File: src/rtl/mux_scan_sequencer_pkg.sv
// mux_scan_sequencer_pkg: shared state encoding and channel geometry for the mux scan sequencer.
package mux_scan_sequencer_pkg;
    localparam int NUM_CH = 8;
    localparam int SEL_W = 3;
    typedef enum logic [1:0] {
        S_IDLE = 2'd0,
        S_SCAN = 2'd1,
        S_DONE = 2'd2
    } state_t;
endpackage

File: src/rtl/mux_scan_sequencer.sv
// mux_scan_sequencer: steps an 8:1 mux select, samples its output after a settle time,
// and hands the packed byte off over valid/ready.
module mux_scan_sequencer
    import mux_scan_sequencer_pkg::*;
#(
    parameter int SETTLE_CYCLES = 1,
    parameter int CNT_W = 8
) (
    input  logic             clk,
    input  logic             rst,
    input  logic             start,
    input  logic             mux_out,
    output logic [SEL_W-1:0] sel,
    output logic [7:0]       data,
    output logic             data_valid,
    input  logic             out_ready,
    output logic             busy
);
    localparam logic [CNT_W-1:0] CNT_LAST = CNT_W'(SETTLE_CYCLES - 1);
    localparam logic [SEL_W-1:0] SEL_LAST = SEL_W'(NUM_CH - 1);

    state_t state_q, state_d;
    logic [SEL_W-1:0] sel_q, sel_d;
    logic [CNT_W-1:0] cnt_q, cnt_d;
    logic [NUM_CH-1:0] shadow_q, shadow_d;
    logic [7:0] data_q, data_d;
    logic valid_q, valid_d;
    logic busy_q, busy_d;

    always_ff @(posedge clk) begin
        if (rst) begin
            state_q  <= S_IDLE;
            sel_q    <= '0;
            cnt_q    <= '0;
            shadow_q <= '0;
            data_q   <= '0;
            valid_q  <= 1'b0;
            busy_q   <= 1'b0;
        end else begin
            state_q  <= state_d;
            sel_q    <= sel_d;
            cnt_q    <= cnt_d;
            shadow_q <= shadow_d;
            data_q   <= data_d;
            valid_q  <= valid_d;
            busy_q   <= busy_d;
        end
    end

    always_comb begin
        state_d  = state_q;
        sel_d    = sel_q;
        cnt_d    = cnt_q;
        shadow_d = shadow_q;
        data_d   = data_q;
        valid_d  = valid_q;
        busy_d   = busy_q;
        case (state_q)
            S_IDLE: begin
                if (start) begin
                    state_d = S_SCAN;
                    sel_d   = '0;
                    cnt_d   = '0;
                    busy_d  = 1'b1;
                end
            end
            S_SCAN: begin
                if (cnt_q != CNT_LAST) begin
                    cnt_d = cnt_q + CNT_W'(1);
                end else begin
                    shadow_d[sel_q] = mux_out;
                    cnt_d = '0;
                    // On the last channel the freshly written shadow already is the full byte.
                    if (sel_q != SEL_LAST) begin
                        sel_d = sel_q + SEL_W'(1);
                    end else begin
                        state_d = S_DONE;
                        data_d  = shadow_d;
                        valid_d = 1'b1;
                        sel_d   = '0;
                    end
                end
            end
            S_DONE: begin
                if (out_ready) begin
                    valid_d = 1'b0;
                    if (start) begin
                        state_d = S_SCAN;
                        sel_d   = '0;
                        cnt_d   = '0;
                    end else begin
                        state_d = S_IDLE;
                        busy_d  = 1'b0;
                    end
                end
            end
            default: state_d = S_IDLE;
        endcase
    end

    assign sel        = sel_q;
    assign data       = data_q;
    assign data_valid = valid_q;
    assign busy       = busy_q;
endmodule

File: config.mk
export PLATFORM = sky130hd
export DESIGN_NAME = mux_scan_sequencer
export DESIGN_NICKNAME = d
export VERILOG_FILES = /design/src/rtl/mux_scan_sequencer_pkg.sv /design/src/rtl/mux_scan_sequencer.sv
export SDC_FILE = /design/constraint.sdc
export NUM_CORES = 1
export LEC_CHECK = 0
export ABC_AREA = 1
export CAP_MARGIN = 20
export CORE_MARGIN = 2
export CORE_UTILIZATION = 35
export CTS_BUF_LIST = sky130_fd_sc_hd__clkbuf_8
export DETAILED_ROUTE_END_ITERATION = 7
export GPL_TIMING_DRIVEN = 0
export PLACE_DENSITY = 0.51
export SLEW_MARGIN = 20
export SYNTH_ARGS = -nofsm -noshare
export SYNTH_HDL_FRONTEND = slang
export SYNTH_SLANG_ARGS = --single-unit
File: constraint.sdc
create_clock -name clk -period 2 [get_ports clk]
set_input_delay 0.4 -clock clk [delete_from_list [all_inputs] [get_ports clk]]
set_output_delay 0.4 -clock clk [all_outputs]
set_load 0.01 [all_outputs]
==> out/results.ini <==
[timing]
period_minus_slack_ns=1.60
max_freq_mhz=626
finalHoldViolCount=0
rsz0062_at_grt=false
slew_headroom=0.612
fin_ws_ns=0.403
final_max_slew_viol_count=0
worstMarginPinSlew_ns=0.581
final.setup.tns_ns=0
setup_viol=0
fin_skew_ns=0.00576
fin_crit_sh=0.799

[clocking]
hold_buffers=0
cts_root_buf=clkbuf_8
cts_max_level=2
clk_latency_ns=0.28
path_clk_slew_ns=0.07
cts_num_sinks=31
postCtsSetupRepairBufs=0
postCtsResizedCells=0
clockBufferDepth=2
cts_buffers=5
cts_tree=done

[yosys]
yosysTopAreaCell=dfxtp_1
ys.flop_type=dfxtp_1
synth_top_area_share=0.372
synth_cell_types=25
synth_seq_area_share=0.372
yosys-top-cells-area=dfxtp_1 37%, nand2_1 14%, nor2_1 8.3%, inv_1 7.9%, nand3_1 5.1%
synth_edf_count=0
synth_nets=262
yosysMostFrequentCell=nand2_1
ys_async_sr_fraction=0
ys_warn_count=0
synthesis.area_sq_mm=0.00167
syn_inst=253
ys_top_cells_by_count=61 x nand2_1, 37 x nor2_1, 35 x inv_1
syn_avg_cell_area_sq_um=6.59
ys_ff_latch=31

[cells_and_area]
antenna_cells=0
fill_cells=518
drive_gt1_frac=0.0755
regArea_sq_um=621
multi_input_area_sq_um=857
nets=286
syn2layout_area_growth_pct=19.1
fin_cells=332

[floorplan]
die_width_microns=73.0
ios=18
die-area_sq_mm=0.00533
rows=25
coreArea_sq_mm=0.00466
die_h_microns=73.0
initial_core_util=0.358

[pwr]
power.internal_mw=0.963
clockPowerShare=0.348
p_leak_nw=0.873
seq_power_share=0.485
irDropWorstVdd_v=0.000411
switchingPower_mw=0.407
swShare=0.297
power_density_mw_per_mm2=690
comb_power_share=0.168

[setup_path]
cp_data_arrival_time_ns=1.20
required_ns=1.60
crit_family=buffers and inverters
critPathMaxStageDelay_ns=0.55
cp_max_fo=3
rr_startpoint=cnt_q[0]
crit_start=sel[2]
crit_slowest_cell=clkdlybuf4s50_1
worstSetupEndpointType=output pin
crit_type=flop to output pin
cp_num_buf_inv=1
path_cells=clkdlybuf4s50_1
start_kind=flop

[job]
drv_cap=0

[run_status]
status=finished clean

[global_routing]
overflow=0
grt_max_degree=11
antenna_found_initial=0
grt_pass1_vias=1449
track_usage=0.156
grt_pass1_wl_microns=6490

[placed_design]
pre_cts_slack_ns=0.186
gp_congestion=0.809
port_buffers=17
dp_hpwl_microns=2690
dp.cells=324

[hold_path]
hp-class=flop to flop
hold_path.startpoint=data_valid

[drt]
drt-pass1-iter-count=4
viasPerCell=4.75
wl_microns=3660
drc_errors=0
drtAntennaViolNets=0
first_iter_violations=74
wl_per_cell_microns=11.0
vias=1576

placed cells by master, fill, tap and decap left out:
master / count
a21oi_1: 13
a31oi_1: 1
buf_2: 2
buf_6: 2
clkbuf_1: 3
clkbuf_8: 5
clkdlybuf4s50_1: 17
clkinv_1: 1
clkinv_2: 1
dfxtp_1: 31
ha_1: 4
inv_1: 37
inv_2: 3
nand2_1: 61
nand2_2: 3
nand2_4: 1
nand3_1: 17
nand3_4: 1
nand3b_1: 1
nand4_1: 10
nor2_1: 37
nor2_2: 1
nor2_8: 1
nor3_1: 2
o21ai_0: 17
o21bai_1: 4
o31ai_1: 1
or2_2: 1
layer usage:
layer | track usage | part of all wire | vias to the layer above
li1 | - | - | 852
met1 | 0.209 | 0.51 | 695
met2 | 0.249 | 0.45 | 24
met3 | 0.0331 | 0.031 | 5
met4 | 0.0556 | 0.012 | 0
met5 | 0 | 0 | -
cell type report:
class,instances,share of cell area
well taps,54,0.0340
flip-flops and latches,31,0.312
plain buffers,7,0.0220
repair buffers,17,0.0856
clock inverters,3,0.00630
multi-input cells,176,0.431
clock buffers,5,0.0346
inverters,39,0.0737
state kept, by name, summed over array words and instances, names as in the netlist:
signal / cells
state_q: 2
data_valid: 1
busy: 1
sel: 3
cnt_q: 8
data: 8
shadow_q: 8
metrics by stage:
stage / util / total power, mW / instance area [sq um] / hold WS (ns)
after floorplan: - / 0.845 / 1670 / 0.455
after global placement: 0.409 / 0.909 / 1910 / 0.463
after detailed placement: 0.409 / 0.910 / 1910 / 0.466
after CTS: 0.426 / 1.39 / 1990 / 0.477
after global routing: 0.426 / 1.44 / 1990 / 0.509
final: 0.426 / 1.37 / 1990 / 0.474
power groups by stage:
| stage | logic [mW] | clock network, mW | registers (mW) |
|---|---|---|---|
| detailed placement | 0.232 | 0 | 0.678 |
| global route | 0.261 | 0.513 | 0.668 |
| floorplan | 0.168 | 0 | 0.677 |
| CTS | 0.232 | 0.493 | 0.664 |
| finish | 0.230 | 0.476 | 0.664 |
| global placement | 0.231 | 0 | 0.678 |
worst paths after layout:
path,endpoint,slack [ns],cells after the start
max,sel[2],0.40,1
min,data_valid,0.47,2
max reg2reg,data[6],0.47,9
min reg2reg,data_valid,0.47,2
cell families after synthesis:
logic type | count (synthesis) | synth area share
AOI/OAI and AO/OA | 36 | 0.116
adders and majority gates | 4 | 0.0300
buffers and inverters | 46 | 0.114
DFF | 31 | 0.372
and+or+nand+nor | 136 | 0.368
(Power assumes the default switching activity.)
